File: src/rtl/id_ex_pipe_if.sv
// rtl/id_ex_pipe_if.sv - ID/EX pipeline register bus (ID-side inputs, EX-side outputs, hazard signal)
// Optional perf counter signals present when ID_EX_PERF_CNT_EN is defined.
interface id_ex_pipe_if #(
  parameter int CTRL_W = 16
);
  logic              id_valid;
  logic [31:0]       id_pc;
  logic [31:0]       id_imm;
  logic [4:0]        id_rs0;
  logic [4:0]        id_rs1;
  logic [4:0]        id_rd;
  logic [CTRL_W-1:0] id_ctrl;
  logic              id_mem_read;
  logic              id_mem_write;
  logic              id_reg_write;
  logic [31:0]       rf_rd0;
  logic [31:0]       rf_rd1;
  logic [1:0]        fwd_a_id;
  logic [1:0]        fwd_b_id;
  logic [31:0]       mem_alu_y;
  logic [31:0]       mem_load_data;
  logic              branch_flush;
  logic              stall_in;
  logic              stall_if_id;
  logic              ex_valid;
  logic              ex_mem_read;
  logic              ex_mem_write;
  logic              ex_reg_write;
  logic [31:0]       ex_pc;
  logic [31:0]       ex_a;
  logic [31:0]       ex_b;
  logic [31:0]       ex_imm;
  logic [4:0]        ex_rs0;
  logic [4:0]        ex_rs1;
  logic [4:0]        ex_rd;
  logic [CTRL_W-1:0] ex_ctrl;
`ifdef ID_EX_PERF_CNT_EN
  logic [31:0]       perf_bubbles;
  logic [31:0]       perf_flushes;
`endif

  modport master (
    output id_valid, id_pc, id_imm, id_rs0, id_rs1, id_rd, id_ctrl,
           id_mem_read, id_mem_write, id_reg_write, rf_rd0, rf_rd1,
           fwd_a_id, fwd_b_id, mem_alu_y, mem_load_data, branch_flush, stall_in,
    input  stall_if_id, ex_valid, ex_mem_read, ex_mem_write, ex_reg_write,
           ex_pc, ex_a, ex_b, ex_imm, ex_rs0, ex_rs1, ex_rd, ex_ctrl
`ifdef ID_EX_PERF_CNT_EN
    , input perf_bubbles, perf_flushes
`endif
  );

  modport slave (
    input  id_valid, id_pc, id_imm, id_rs0, id_rs1, id_rd, id_ctrl,
           id_mem_read, id_mem_write, id_reg_write, rf_rd0, rf_rd1,
           fwd_a_id, fwd_b_id, mem_alu_y, mem_load_data, branch_flush, stall_in,
    output stall_if_id, ex_valid, ex_mem_read, ex_mem_write, ex_reg_write,
           ex_pc, ex_a, ex_b, ex_imm, ex_rs0, ex_rs1, ex_rd, ex_ctrl
`ifdef ID_EX_PERF_CNT_EN
    , output perf_bubbles, perf_flushes
`endif
  );
endinterface

File: src/rtl/id_ex_pipe.sv
// rtl/id_ex_pipe.sv - ID/EX pipeline register with operand forwarding mux and load-use bubble control
// Optional bubble/flush performance counters enabled by defining ID_EX_PERF_CNT_EN.
module id_ex_pipe #(
  parameter int CTRL_W = 16
) (
  input  logic clk,
  input  logic rstn,
  id_ex_pipe_if.slave bus
);

  typedef struct packed {
    logic              valid;
    logic              mem_read;
    logic              mem_write;
    logic              reg_write;
    logic [31:0]       pc;
    logic [31:0]       a;
    logic [31:0]       b;
    logic [31:0]       imm;
    logic [4:0]        rs0;
    logic [4:0]        rs1;
    logic [4:0]        rd;
    logic [CTRL_W-1:0] ctrl;
  } ex_t;

  ex_t         ex_q;
  ex_t         ex_d;
  logic [31:0] op_a;
  logic [31:0] op_b;
  logic        lu;

  // Select 2 is an unused encoding and falls back to the register file.
  function automatic logic [31:0] fwd_pick(input logic [4:0] rs, input logic [1:0] sel,
                                           input logic [31:0] rf, input logic [31:0] alu,
                                           input logic [31:0] ld);
    logic [31:0] v;
    case (sel)
      2'd1:    v = ld;
      2'd3:    v = alu;
      default: v = rf;
    endcase
    return (rs == 5'd0) ? 32'd0 : v;
  endfunction

  // Operand mux: x0 forces zero regardless of the forwarding select.
  always_comb begin
    op_a = fwd_pick(bus.id_rs0, bus.fwd_a_id, bus.rf_rd0, bus.mem_alu_y, bus.mem_load_data);
    op_b = fwd_pick(bus.id_rs1, bus.fwd_b_id, bus.rf_rd1, bus.mem_alu_y, bus.mem_load_data);
  end

  assign lu = ex_q.valid & ex_q.mem_read & (ex_q.rd != 5'd0) & bus.id_valid &
              ((ex_q.rd == bus.id_rs0) | (ex_q.rd == bus.id_rs1));

  // A flushed ID instruction is being killed, so no point holding IF/ID for it.
  assign bus.stall_if_id = lu & ~bus.branch_flush & ~bus.stall_in;

  // Next EX state: flush beats freeze, freeze beats load-use bubble.
  always_comb begin
    ex_d = ex_q;
    if (bus.branch_flush) begin
      ex_d = '0;
    end else if (bus.stall_in) begin
      ex_d = ex_q;
    end else if (lu) begin
      ex_d = '0;
    end else begin
      ex_d.valid     = bus.id_valid;
      ex_d.mem_read  = bus.id_valid & bus.id_mem_read;
      ex_d.mem_write = bus.id_valid & bus.id_mem_write;
      ex_d.reg_write = bus.id_valid & bus.id_reg_write;
      ex_d.pc        = bus.id_pc;
      ex_d.a         = op_a;
      ex_d.b         = op_b;
      ex_d.imm       = bus.id_imm;
      ex_d.rs0       = bus.id_rs0;
      ex_d.rs1       = bus.id_rs1;
      ex_d.rd        = bus.id_rd;
      ex_d.ctrl      = bus.id_ctrl;
    end
  end

  // EX stage register; reset empties the pipe and forgets any pending bubble.
  always_ff @(posedge clk or negedge rstn) begin
    if (!rstn) ex_q <= '0;
    else       ex_q <= ex_d;
  end

  assign bus.ex_valid     = ex_q.valid;
  assign bus.ex_mem_read  = ex_q.mem_read;
  assign bus.ex_mem_write = ex_q.mem_write;
  assign bus.ex_reg_write = ex_q.reg_write;
  assign bus.ex_pc        = ex_q.pc;
  assign bus.ex_a         = ex_q.a;
  assign bus.ex_b         = ex_q.b;
  assign bus.ex_imm       = ex_q.imm;
  assign bus.ex_rs0       = ex_q.rs0;
  assign bus.ex_rs1       = ex_q.rs1;
  assign bus.ex_rd        = ex_q.rd;
  assign bus.ex_ctrl      = ex_q.ctrl;

`ifdef ID_EX_PERF_CNT_EN
  logic [31:0] perf_bubbles_q;
  logic [31:0] perf_bubbles_d;
  logic [31:0] perf_flushes_q;
  logic [31:0] perf_flushes_d;

  // Saturating counters; flush and load-use bubbles are mutually exclusive per edge.
  always_comb begin
    perf_bubbles_d = perf_bubbles_q;
    perf_flushes_d = perf_flushes_q;
    if (bus.branch_flush) begin
      if (perf_flushes_q != 32'hFFFF_FFFF) perf_flushes_d = perf_flushes_q + 32'd1;
    end else if (!bus.stall_in && lu) begin
      if (perf_bubbles_q != 32'hFFFF_FFFF) perf_bubbles_d = perf_bubbles_q + 32'd1;
    end
  end

  // Counter registers.
  always_ff @(posedge clk or negedge rstn) begin
    if (!rstn) begin
      perf_bubbles_q <= 32'd0;
      perf_flushes_q <= 32'd0;
    end else begin
      perf_bubbles_q <= perf_bubbles_d;
      perf_flushes_q <= perf_flushes_d;
    end
  end

  assign bus.perf_bubbles = perf_bubbles_q;
  assign bus.perf_flushes = perf_flushes_q;
`endif

endmodule

File: src/flat_wrapper.sv
// flat-port wrapper written by rule: the top's interface ports become plain ports
module id_ex_pipe_flat 
#(
  parameter int CTRL_W = 16
)
  (clk, rstn, bus_id_valid, bus_id_pc, bus_id_imm, bus_id_rs0, bus_id_rs1, bus_id_rd, bus_id_ctrl, bus_id_mem_read, bus_id_mem_write, bus_id_reg_write, bus_rf_rd0, bus_rf_rd1, bus_fwd_a_id, bus_fwd_b_id, bus_mem_alu_y, bus_mem_load_data, bus_branch_flush, bus_stall_in, bus_stall_if_id, bus_ex_valid, bus_ex_mem_read, bus_ex_mem_write, bus_ex_reg_write, bus_ex_pc, bus_ex_a, bus_ex_b, bus_ex_imm, bus_ex_rs0, bus_ex_rs1, bus_ex_rd, bus_ex_ctrl);
  id_ex_pipe_if #(.CTRL_W(CTRL_W)) bus_i ();
  input  logic clk;
  input  logic rstn;
  input wire logic [$bits(bus_i.id_valid)-1:0] bus_id_valid;
  input wire logic [$bits(bus_i.id_pc)-1:0] bus_id_pc;
  input wire logic [$bits(bus_i.id_imm)-1:0] bus_id_imm;
  input wire logic [$bits(bus_i.id_rs0)-1:0] bus_id_rs0;
  input wire logic [$bits(bus_i.id_rs1)-1:0] bus_id_rs1;
  input wire logic [$bits(bus_i.id_rd)-1:0] bus_id_rd;
  input wire logic [$bits(bus_i.id_ctrl)-1:0] bus_id_ctrl;
  input wire logic [$bits(bus_i.id_mem_read)-1:0] bus_id_mem_read;
  input wire logic [$bits(bus_i.id_mem_write)-1:0] bus_id_mem_write;
  input wire logic [$bits(bus_i.id_reg_write)-1:0] bus_id_reg_write;
  input wire logic [$bits(bus_i.rf_rd0)-1:0] bus_rf_rd0;
  input wire logic [$bits(bus_i.rf_rd1)-1:0] bus_rf_rd1;
  input wire logic [$bits(bus_i.fwd_a_id)-1:0] bus_fwd_a_id;
  input wire logic [$bits(bus_i.fwd_b_id)-1:0] bus_fwd_b_id;
  input wire logic [$bits(bus_i.mem_alu_y)-1:0] bus_mem_alu_y;
  input wire logic [$bits(bus_i.mem_load_data)-1:0] bus_mem_load_data;
  input wire logic [$bits(bus_i.branch_flush)-1:0] bus_branch_flush;
  input wire logic [$bits(bus_i.stall_in)-1:0] bus_stall_in;
  output wire logic [$bits(bus_i.stall_if_id)-1:0] bus_stall_if_id;
  output wire logic [$bits(bus_i.ex_valid)-1:0] bus_ex_valid;
  output wire logic [$bits(bus_i.ex_mem_read)-1:0] bus_ex_mem_read;
  output wire logic [$bits(bus_i.ex_mem_write)-1:0] bus_ex_mem_write;
  output wire logic [$bits(bus_i.ex_reg_write)-1:0] bus_ex_reg_write;
  output wire logic [$bits(bus_i.ex_pc)-1:0] bus_ex_pc;
  output wire logic [$bits(bus_i.ex_a)-1:0] bus_ex_a;
  output wire logic [$bits(bus_i.ex_b)-1:0] bus_ex_b;
  output wire logic [$bits(bus_i.ex_imm)-1:0] bus_ex_imm;
  output wire logic [$bits(bus_i.ex_rs0)-1:0] bus_ex_rs0;
  output wire logic [$bits(bus_i.ex_rs1)-1:0] bus_ex_rs1;
  output wire logic [$bits(bus_i.ex_rd)-1:0] bus_ex_rd;
  output wire logic [$bits(bus_i.ex_ctrl)-1:0] bus_ex_ctrl;
  assign bus_i.id_valid = bus_id_valid;
  assign bus_i.id_pc = bus_id_pc;
  assign bus_i.id_imm = bus_id_imm;
  assign bus_i.id_rs0 = bus_id_rs0;
  assign bus_i.id_rs1 = bus_id_rs1;
  assign bus_i.id_rd = bus_id_rd;
  assign bus_i.id_ctrl = bus_id_ctrl;
  assign bus_i.id_mem_read = bus_id_mem_read;
  assign bus_i.id_mem_write = bus_id_mem_write;
  assign bus_i.id_reg_write = bus_id_reg_write;
  assign bus_i.rf_rd0 = bus_rf_rd0;
  assign bus_i.rf_rd1 = bus_rf_rd1;
  assign bus_i.fwd_a_id = bus_fwd_a_id;
  assign bus_i.fwd_b_id = bus_fwd_b_id;
  assign bus_i.mem_alu_y = bus_mem_alu_y;
  assign bus_i.mem_load_data = bus_mem_load_data;
  assign bus_i.branch_flush = bus_branch_flush;
  assign bus_i.stall_in = bus_stall_in;
  assign bus_stall_if_id = bus_i.stall_if_id;
  assign bus_ex_valid = bus_i.ex_valid;
  assign bus_ex_mem_read = bus_i.ex_mem_read;
  assign bus_ex_mem_write = bus_i.ex_mem_write;
  assign bus_ex_reg_write = bus_i.ex_reg_write;
  assign bus_ex_pc = bus_i.ex_pc;
  assign bus_ex_a = bus_i.ex_a;
  assign bus_ex_b = bus_i.ex_b;
  assign bus_ex_imm = bus_i.ex_imm;
  assign bus_ex_rs0 = bus_i.ex_rs0;
  assign bus_ex_rs1 = bus_i.ex_rs1;
  assign bus_ex_rd = bus_i.ex_rd;
  assign bus_ex_ctrl = bus_i.ex_ctrl;
  id_ex_pipe #(.CTRL_W(CTRL_W)) u_core (.clk(clk), .rstn(rstn), .bus(bus_i));
endmodule
File: config.mk
export PLATFORM = sky130hd
export DESIGN_NAME = id_ex_pipe_flat
export DESIGN_NICKNAME = d
export VERILOG_FILES = /design/src/rtl/id_ex_pipe_if.sv /design/src/rtl/id_ex_pipe.sv /design/src/flat_wrapper.sv
export SDC_FILE = /design/constraint.sdc
export NUM_CORES = 1
export LEC_CHECK = 0
export ABC_CLOCK_PERIOD_IN_PS = 1700
export CAP_MARGIN = 20
export CORE_MARGIN = 2
export CORE_UTILIZATION = 30
export DETAILED_ROUTE_END_ITERATION = 7
export PLACE_DENSITY_LB_ADDON = 0.25
export SLEW_MARGIN = 20
export SYNTH_ARGS = -nofsm -noshare
export SYNTH_HDL_FRONTEND = slang
export SYNTH_SLANG_ARGS = --single-unit
File: constraint.sdc
create_clock -name clk -period 1.7 [get_ports clk]
set_input_delay 0.255 -clock clk [delete_from_list [all_inputs] [get_ports clk]]
set_output_delay 0.255 -clock clk [all_outputs]
set_load 0.05 [all_outputs]
==> summary.md <==
| Metric | Value |
|---|---|
| Commonest cells after routing, fill and taps aside | clkdlybuf4s50_1, buf_4, nand2_1 |
| # fillers | 2797 |
| Nets | about 1600 |
| Status | complete, but fails checks |
| Max-slew headroom | 76.85% |
| GRT Util Overall | a little over a fifth |
| Final ANT Viol Nets | 0 |
| Most common cell after layout, fill and taps aside | clkdlybuf4s50_1 |
| Failing checks | negative setup slack |
| Period utilization | 129.5% |
| Crit-path cells | or4_4 -> o2111ai_4 -> buf_12 -> nor4b_4 -> buf_12 |
| Mapped Nets | about 1200 |
| RSZ-0062 raised after global routing | true |
| Die height | 176.7 µm |
| WP data arrival | 1.95 ns |
| Initial antenna violation count | 0 |
| Final Instance Area | 14570 µm² |
| CTS Buffer Depth | 2 |
| Total CTS buffers | 17 |
| Diode count | 0 |
| Number of vias per cell | about 5.3 |
| First-pass detailed-route iteration total | 7 |
| Clock Sinks | 163 |
| I/O pin cnt | around 400 |
| Initial DRC count | 582 |
| Endpoints failing setup | about 160 |
| H-Tree Depth | 4 |
| CTS tree | yes |
| Ys Warns | 0 |
| Vias | around 9600 |
| Clk slew on worst S/H paths | 0.08 ns |
| Cell family with most CP delay | simple AND/OR/NAND/NOR gates |
| Worst VDD drop | roughly 0.48 mV |
| Mapped Area | slightly below 9000 µm² |
| Die area | about 31000 µm² |
| Post-Syn Instances | approximately 980 |
| First-pass GRT wire length | 53530 µm |
| CP Launch Type | register |
| Port Buffers | 398 |
| Leakage | 0.006265 µW |
| Seq cells post-synth | 163 |
| Slowest cell on crit path | or4_4 |
| Fin. Hold Viols | 0 |
| Syn_area_per_cell | 9.109 µm² |
| Post-synthesis sequential area ratio | 45.60% |
| Vias in the first global route | 9387 |
| Total core area | approximately 29000 µm² |
| Post-Place Cell Area | 13500 µm² |
| FP Rows | 63 |
| WS Path Type | reg -> out |
| Pre-CTS setup slack | -0.4242 ns |
| WP buf/inv | 2 |
| Routed WL per cell | 19.54 µm |
| Crit. End Element | primary output |
| Dpl cells | 1747 |
| Ratio of cells with drive above 1 in the final layout | 23.53% |
| Final wirelength | 35200 µm |
| Finished Layout Cells | 1801 |
| Largest area contributor in the netlist | dfrtp_1 |
| Setup ws final | -0.5008 ns |
| Gr ovfl total | 0 |
| Max Clk Rate | approximately 0.45 GHz |
| Final-report max-slew violation count | 0 |
| DRC viols | 0 |
| CTS Root Cell | clkbuf_16 |
| Slew @ Worst Pin | 0.3377 ns |
| Required @ worst endpoint | 1.44 ns |
| Synth top area cells | dfrtp_1, a32oi_1, o21ai_0, mux2i_1, nand2_1 |
| Fin crit period | 2.201 ns |
| Pin count of the biggest net entering global routing | 65 |
| Worst Hold Class | in -> async |
| Synth top area share | 45.60% |
| Clk_skew | 0.02103 ns |
| Pwr dens | 915.4 nW/µm² |
| Dpl hpwl | 24830 µm |
| Post-route setup TNS | -55.73 ns |
| Layout area overhead | 62.86% |
| GP Congestion | 0.8243 |
| Critical Path Max Stage Delay | about 0.55 ns |
| Number of max-cap violations | 0 |
| Initial core utilization | about 30% |
| Crit Path Max Fanout | 2 |
| Worst-Skew Late Latency | between 0.4 and 0.5 ns |
| CP most frequent cell | buf_12 |
| Synth unique cells | 22 |
| Die extent in x | 176.7 µm |
cells in the mapped netlist, drive strengths merged:
| cell type | count |
|---|---|
| a21oi | 64 |
| a32oi | 160 |
| buf | 45 |
| clkbuf | 66 |
| dfrtp | 163 |
| mux2i | 64 |
| nand2 | 165 |
| nand2b | 3 |
| nand3 | 5 |
| nor2 | 65 |
| nor2b | 1 |
| nor4b | 1 |
| o2111ai | 1 |
| o211ai | 3 |
| o21a | 2 |
| o21ai | 160 |
| o22ai | 1 |
| or4 | 3 |
| xnor2 | 10 |
cell type report:
cell class	count	area, µm²	share of cell area [%]
clock inverters	14	157.7	1.082
clock buffers	18	439.2	3.015
repair buffers	508	5032	34.54
flip-flops and latches	163	4088	28.06
multi-input cells	708	4363	29.95
well taps	390	488.0	3.350
worst paths after layout:
kind,start,to,slack [ns],depth (start not counted)
min,rstn,u_core.bus.ex_ctrl[9],0.29,2
max in group asynchronous,rstn,u_core.bus.ex_a[27],0.75,3
max reg2reg,u_core.bus.ex_rd[0],u_core.bus.ex_a[27],-0.44,8
max,u_core.bus.ex_rd[0],bus_stall_if_id,-0.50,5
min reg2reg,u_core.bus.ex_reg_write,u_core.bus.ex_reg_write,0.50,2
min in group clk,bus_id_imm[27],u_core.bus.ex_imm[27],0.38,3
logic make-up (layout without fill, tap and decap cells):
logic type | count (synthesis) | after routing | synth area share [%]
AO/OA/AOI/OAI | 391 | 391 | 28.86
XOR/XNOR | 10 | 10 | 0.9791
buffers and inverters | 111 | 540 | 6.840
flip-flops | 163 | 163 | 45.60
multiplexers | 64 | 64 | 7.162
AND/OR/NAND/NOR | 243 | 243 | 10.56
power breakdown:
group | internal (µW) | total, µW | switching (µW) | leakage (µW)
Sequential | 4310 | 4590 | 286 | 0.00206
Clock | 2140 | 4040 | 1900 | 0.000292
Combinational | 1770 | 4700 | 2930 | 0.00391
Total | 8220 | 13300 | 5120 | 0.00627
per-layer routing:
| metal | wire length (µm) | share of wire, % | GRT usage [%] |
|---|---|---|---|
| met5 | 0 | 0 | 0 |
| met4 | 416 | 1.2 | 5.062 |
| met1 | 14650 | 42 | 27.44 |
| met3 | 3325 | 9.4 | 6.551 |
| met2 | 16810 | 48 | 36.38 |
sequential cells by signal, summed over array words and instances, names as in the netlist, 5 cells and up:
signal / cells
u_core.bus.ex_pc: 32
u_core.bus.ex_ctrl: 16
u_core.bus.ex_b: 32
u_core.bus.ex_rs0: 5
u_core.bus.ex_imm: 32
u_core.bus.ex_a: 32
u_core.bus.ex_rd: 5
u_core.bus.ex_rs1: 5
stage by stage:
| stage | total power (µW) | utilization, % | hold slack, ns |
|---|---|---|---|
| after CTS | 13440 | 49.14 | 0.2773 |
| after global placement | 9226 | 45.80 | 0.1843 |
| after floorplan | 7206 | - | -0.04059 |
| after global routing | 13910 | 49.41 | 0.2904 |
| final | 13340 | 49.41 | 0.2850 |
| after detailed placement | 9270 | 45.80 | 0.1805 |
repair_timing:
item                                    CTS  global route
hold buffers                              1             0
pin swaps                                 3             7
hold endpoints to repair                 30             0
gates cloned                              8             0
setup buffers                             9             4
gates resized for setup                  12            10
endpoints found under the setup margin  164           164
Note: power is estimated with default switching activity, not from simulation.
